File: src/rtl/ym_seq_pkg.sv
// ym_seq_pkg: shared state encoding, command layout and poll timeout for the YM write sequencer.
package ym_seq_pkg;
  typedef enum logic [2:0] {IDLE, A_SETUP, A_STRB, A_WAIT, D_SETUP, D_STRB, D_WAIT, POLL} state_t;
  localparam int CMD_W = 17;
  localparam int CMD_DATA_LSB = 0;
  localparam int CMD_REG_LSB = 8;
  localparam int CMD_PORT_BIT = 16;
  localparam int POLL_TIMEOUT_CEN = 64;
endpackage

File: src/rtl/ym_cmd_fifo.sv
// ym_cmd_fifo: show-ahead synchronous command FIFO with async reset and occupancy output.
module ym_cmd_fifo import ym_seq_pkg::*; #(
  parameter int DEPTH = 16,
  parameter int W = CMD_W
)(
  input  logic                     clk50,
  input  logic                     rst,
  input  logic                     push,
  input  logic [W-1:0]             din,
  input  logic                     pop,
  output logic [W-1:0]             dout,
  output logic                     empty,
  output logic                     full,
  output logic [$clog2(DEPTH):0]   level
);
  localparam int AW = $clog2(DEPTH);
  localparam int LW = AW + 1;
  logic [W-1:0] mem [DEPTH];
  logic [AW-1:0] wp, rp;
  logic do_push, do_pop;
  assign do_push = push && !full;
  assign do_pop = pop && !empty;
  assign empty = level == '0;
  assign full = level == LW'(DEPTH);
  assign dout = mem[rp];
  always_ff @(posedge clk50)
    if (do_push) mem[wp] <= din;
  always_ff @(posedge clk50 or posedge rst)
    if (rst) begin
      wp <= '0;
      rp <= '0;
      level <= '0;
    end else begin
      wp <= wp + AW'(do_push);
      rp <= rp + AW'(do_pop);
      level <= level + LW'(do_push) - LW'(do_pop);
    end
endmodule

File: src/rtl/ym_write_sequencer.sv
// ym_write_sequencer: replays queued {port,reg,data} commands as FM-core address/data write pairs timed in cen ticks.
// Define BUSY_POLL_EN to poll the status busy flag after each data write (with timeout_err on expiry).
module ym_write_sequencer import ym_seq_pkg::*; #(
  parameter int FIFO_DEPTH = 16,
  parameter int STROBE_CEN = 2,
  parameter int ADDR_WAIT_CEN = 17,
  parameter int DATA_WAIT_CEN = 83
)(
  input  logic                          clk50,
  input  logic                          rst,
  input  logic                          cen,
  input  logic                          cmd_valid,
  input  logic                          cmd_port,
  input  logic [7:0]                    cmd_reg,
  input  logic [7:0]                    cmd_data,
  output logic                          cmd_ready,
  output logic [7:0]                    ym_din,
  output logic [1:0]                    ym_addr,
  output logic                          ym_cs_n,
  output logic                          ym_wr_n,
  input  logic [7:0]                    ym_dout,
  output logic                          busy,
  output logic [$clog2(FIFO_DEPTH):0]   fifo_level,
  output logic                          timeout_err
);
  state_t state;
  logic [7:0] cnt, lim, cur_data;
  logic [CMD_W-1:0] head;
  logic cur_port, empty, full, pop, hit, unused_dout;
  assign cmd_ready = !rst && !full;
  assign pop = state == IDLE && !empty;
  assign busy = state != IDLE || !empty;
  assign hit = cen && cnt == lim;
  assign unused_dout = ^ym_dout;
  ym_cmd_fifo #(.DEPTH(FIFO_DEPTH)) u_fifo (
    .clk50(clk50),
    .rst(rst),
    .push(cmd_valid && cmd_ready),
    .din({cmd_port, cmd_reg, cmd_data}),
    .pop(pop),
    .dout(head),
    .empty(empty),
    .full(full),
    .level(fifo_level)
  );
  always_comb
    lim = (state == A_STRB || state == D_STRB) ? 8'(STROBE_CEN - 1) :
          state == A_WAIT ? 8'(ADDR_WAIT_CEN - 1) :
          state == D_WAIT ? 8'(DATA_WAIT_CEN - 1) : 8'(POLL_TIMEOUT_CEN - 1);
  // cnt free-runs on cen and is zeroed on every hit or SETUP, so each timed state starts from 0
  always_ff @(posedge clk50 or posedge rst)
    if (rst) begin
      state <= IDLE;
      cnt <= '0;
      cur_port <= 1'b0;
      cur_data <= '0;
      ym_din <= '0;
      ym_addr <= '0;
      ym_cs_n <= 1'b1;
      ym_wr_n <= 1'b1;
    end else begin
      if (cen) cnt <= hit ? '0 : cnt + 8'd1;
      case (state)
        IDLE: if (!empty) begin
          state <= A_SETUP;
          ym_addr <= {head[CMD_PORT_BIT], 1'b0};
          ym_din <= head[CMD_REG_LSB +: 8];
          ym_cs_n <= 1'b0;
          cur_port <= head[CMD_PORT_BIT];
          cur_data <= head[CMD_DATA_LSB +: 8];
        end
        A_SETUP, D_SETUP: begin
          state <= state == A_SETUP ? A_STRB : D_STRB;
          ym_wr_n <= 1'b0;
          cnt <= '0;
        end
        A_STRB, D_STRB: if (hit) begin
          state <= state == A_STRB ? A_WAIT : D_WAIT;
          ym_wr_n <= 1'b1;
          ym_cs_n <= 1'b1;
        end
        A_WAIT: if (hit) begin
          state <= D_SETUP;
          ym_addr <= {cur_port, 1'b1};
          ym_din <= cur_data;
          ym_cs_n <= 1'b0;
        end
`ifdef BUSY_POLL_EN
        D_WAIT: if (hit) begin
          state <= POLL;
          ym_addr <= '0;
          ym_cs_n <= 1'b0;
        end
        POLL: if (cen && (!ym_dout[7] || hit)) begin
          state <= IDLE;
          ym_cs_n <= 1'b1;
        end
`else
        D_WAIT: if (hit) state <= IDLE;
`endif
        default: state <= IDLE;
      endcase
    end
`ifdef BUSY_POLL_EN
  always_ff @(posedge clk50 or posedge rst)
    if (rst) timeout_err <= 1'b0;
    else timeout_err <= timeout_err || (state == POLL && hit && ym_dout[7]);
`else
  assign timeout_err = 1'b0;
`endif
endmodule
File: config.mk
export PLATFORM = sky130hd
export DESIGN_NAME = ym_write_sequencer
export DESIGN_NICKNAME = d
export VERILOG_FILES = /design/src/rtl/ym_seq_pkg.sv /design/src/rtl/ym_cmd_fifo.sv /design/src/rtl/ym_write_sequencer.sv
export SDC_FILE = /design/constraint.sdc
export NUM_CORES = 1
export LEC_CHECK = 0
export ABC_AREA = 0
export BUFFER_PORTS_ARGS = -buffer_cell sky130_fd_sc_hd__buf_2
export CAP_MARGIN = 40
export CELL_PAD_IN_SITES_DETAIL_PLACEMENT = 1
export CELL_PAD_IN_SITES_GLOBAL_PLACEMENT = 1
export CORE_MARGIN = 1
export CORE_UTILIZATION = 54
export DETAILED_ROUTE_END_ITERATION = 12
export PLACE_DENSITY = 0.85
export SLEW_MARGIN = 5
export SYNTH_ARGS = -nofsm -noshare
export SYNTH_HDL_FRONTEND = slang
export SYNTH_SLANG_ARGS = --single-unit
export TNS_END_PERCENT = 5
File: constraint.sdc
create_clock -name clk50 -period 3.9 [get_ports clk50]
set_clock_uncertainty 0.05 [all_clocks]
set_input_delay 0.78 -clock clk50 [delete_from_list [all_inputs] [get_ports clk50]]
set_output_delay 0.78 -clock clk50 [all_outputs]
set_load 0.03 [all_outputs]
==> results by group <==
Critical path
  – Crit path kind: flop to flop
  – Critical path launch point type: flop
  – Crit path from: u_fifo.level[2]$_DFF_PP0_
  – Reg2reg start: u_fifo.level[2]$_DFF_PP0_
  – WP data arrival: 3.35 ns
  – Critical Path RT: 4.09 ns
  – Number of cells on the worst reg-to-reg path: 7
  – Worst setup EP type: flop
  – CP Max Fanout: 10

Floorplanning
  – Initial core utilization: 54.80%
  – Die Wd: 156.1 um
  – DIE HEIGHT: 156.1 um
  – Site row count: between 50 and 60
  – Die area: 0.02437 sq mm
  – Total core area: 0.02340 sq mm
  – Ports: 49

Drt
  – Total wire length: around 30000 um
  – Routed length per placed instance: 29.01 um
  – DR top layer: met4
  – Metal3 WL: 1502 um
  – Met1 Wirelength: 12330 um
  – ANT nets after route: 0
  – Post-route DRC: 0
  – Vias post-DR: 6586
  – Avg Vias per Cell: about 6.3
  – 1st-pass router iterations: 5
  – Met2 WL post-DR: 15720 um
  – DRT iter0 DRCs: ~650

Pwr
  – Peak supply drop: approximately 0.42 mV
  – PwrDens: 729.7 mW/mm^2
  – Leakage Power: 4.962 nW
  – Tot Pwr: about 11 mW

Worst hold path
  – Min-delay worst type: primary input to async pin

Final layout
  – Layout Utilization: between 60% and 70%
  – Most frequent cells in the layout: 272 x edfxtp_1, 65 x mux4_2, 41 x dfrtp_1
  – Layout Area Growth over Synthesis: 12.63%
  – Design area: 0.01444 sq mm
  – Final cell count without fillers: 1047
  – ANT cells: 0
  – Share of cells above drive strength 1: a little under a third
  – Leading cell type in the layout, fill and taps excluded: edfxtp_1
  – Filler cell count: about 2000
  – Layout Nets: 744

Synth
  – Number of synthesized flops with an enable pin: 272
  – Post-Synthesis Cells: 640
  – Synth Register Bits: 317
  – Syn nets: 681
  – Synth cell types: 60
  – Synth Flop Type: edfxtp_1
  – Synthesized area: 0.01282 sq mm
  – Seq/Total Area, Yosys: 72.49%
  – YS warnings: 0
  – Asr flop ratio synth: 14.20%
  – Syn Area/Cell: roughly 20 sq um

Placed design
  – Dpl hpwl: 17550 um
  – DP Cell Count: 989
  – Final Wtd Congestion: 0.7519
  – Place WS: 0.5673 ns
  – Placed cell areas: roughly 0.013 sq mm
  – # port buffers: 39

GRT
  – Total GRT Usage: 26.22%
  – Antenna violations before repair: 0
  – GR Overflow Total: 0
  – Global-route wire length before repair: 45690 um
  – Vias in the first global route: 7071
  – Largest net degree at the start of global routing: 42

Clocking
  – Num Clock Sinks: 317
  – Later-pin clock latency in the skew report: roughly 0.56 ns
  – Setup Buffers After CTS: 0
  – CTS clk-pin slew, worst paths: 0.06 ns
  – Hold buffer count at cts: 0
  – CTS root buf: clkbuf_16
  – Clock Path Buffers: 3
  – CTS tree: done
  – CTS resizes: 0
  – Cts bufs inserted: 31
  – CTS H-Tree Depth: 1

Timing
  – WHS: roughly 0.11 ns
  – Final min period: ~3.2 ns
  – Max Clk Rate: 0.3168 GHz
  – Slew margin rel.: 46.09%
  – Final Cycle Share: about four fifths
  – Setup violators final: 0
  – Final-report max-slew violation count: 0
  – Final setup margin: approximately 0.74 ns
  – Final Hold Viols: 0
  – Slew @ Worst Pin: 0.8087 ns
  – RSZ-0062 raised after global routing: no
  – Setup_tns: 0 ns

Job
  – # Max-Cap Violations: 0

Outcome
  – Status: finished, final reports clean
[sequential cells by signal (all words and copies together) (netlist names), 2 cells and up]
name and count:
u_fifo.mem 272, cnt 8, cur_data 8, ym_din 8, u_fifo.level 5, u_fifo.rp 4, u_fifo.wp 4, state 3
ym_addr 2
[logic make-up after synthesis]
| kind of cell | count (synthesis) | share of synthesized area, % |
|---|---|---|
| flip-flops | 317 | 72.49 |
| adder cells (fa/ha/maj) | 12 | 1.229 |
| XOR/XNOR | 15 | 1.025 |
| buffers and inverters | 47 | 2.176 |
| AND/OR/NAND/NOR | 81 | 3.435 |
| other | 1 | 0.02924 |
| AO/OA/AOI/OAI | 57 | 2.898 |
| multiplexers | 110 | 16.71 |
[worst max-delay path, stage by stage, from the launching register on]
cell and delay, ns:
dfrtp_1 0.37, inv_1 0.08, ha_1 0.22, a41oi_1 0.24, and2_1 0.32, or3b_2 0.59
nor2_2 0.59, buf_4 0.36
[cell usage after synthesis, types with 2 or more instances]
cell type / instances / share of area (%)
o21ai_0: 11 / 0.43
xor2_1: 8 / 0.55
dfstp_2: 2 / 0.41
nor2_1: 25 / 0.73
buf_4: 6 / 0.35
clkbuf_1: 9 / 0.26
a21o_1: 4 / 0.23
ha_1: 11 / 1.1
and2_1: 2 / 0.098
xnor2_1: 7 / 0.48
nand4_1: 3 / 0.15
inv_1: 11 / 0.32
a21oi_1: 22 / 0.86
o31ai_1: 2 / 0.12
a41oi_1: 2 / 0.14
mux4_2: 65 / 11
mux2i_1: 18 / 1.4
nand2b_1: 5 / 0.24
nand2_1: 7 / 0.20
nor3_1: 14 / 0.55
mux4_1: 10 / 2.0
nor4b_1: 2 / 0.14
nor2b_1: 2 / 0.098
mux2_4: 12 / 1.4
mux2_2: 5 / 0.44
dfrtp_1: 43 / 8.4
a211oi_1: 2 / 0.12
buf_2: 10 / 0.39
nand3b_1: 4 / 0.23
and3_1: 3 / 0.15
buf_6: 9 / 0.79
edfxtp_1: 272 / 64
nand3_1: 5 / 0.20
[worst paths after layout]
path	endpoint	slack, ns
setup / recovery	u_fifo.mem[12][0]$_DFFE_PP_	0.74
hold / removal	u_fifo.level[0]$_DFF_PP0_	0.11
setup reg to reg	u_fifo.mem[12][0]$_DFFE_PP_	0.74
hold reg to reg	cur_port$_DFFE_PP0P_	0.46
max in group asynchronous	ym_cs_n$_DFFE_PP1P_	3.13
min in group clk50	cur_port$_DFFE_PP0P_	0.46
[power by group]
| group | switching [mW] | internal, mW | leakage, nW | total [mW] |
|---|---|---|---|---|
| Combinational | 1.57 | 1.47 | 1.49 | 3.04 |
| Sequential | 0.531 | 4.05 | 3.00 | 4.58 |
| Clock | 1.26 | 1.65 | 0.478 | 2.92 |
[layer usage]
layer / track usage [%] / up-vias
met3: 3.806 / 56
li1: - / 2722
met4: 8.357 / 0
met1: 35.39 / 3546
met5: 0 / -
met2: 44.39 / 262
[layout make-up]
| class | count | area (sq um) | share of cell area (%) |
|---|---|---|---|
| Timing Repair Buffer | 65 | 415.4 | 2.876 |
| Tap cell | 319 | 399.1 | 2.764 |
| Clock inverter | 16 | 136.4 | 0.9443 |
| Clock buffer | 42 | 847.1 | 5.865 |
| Inverter | 12 | 45.04 | 0.3119 |
| Sequential cell | 317 | 9301 | 64.40 |
| Multi-Input combinational cell | 276 | 3298 | 22.84 |
No activity file was read; power rests on OpenSTA's default activity.
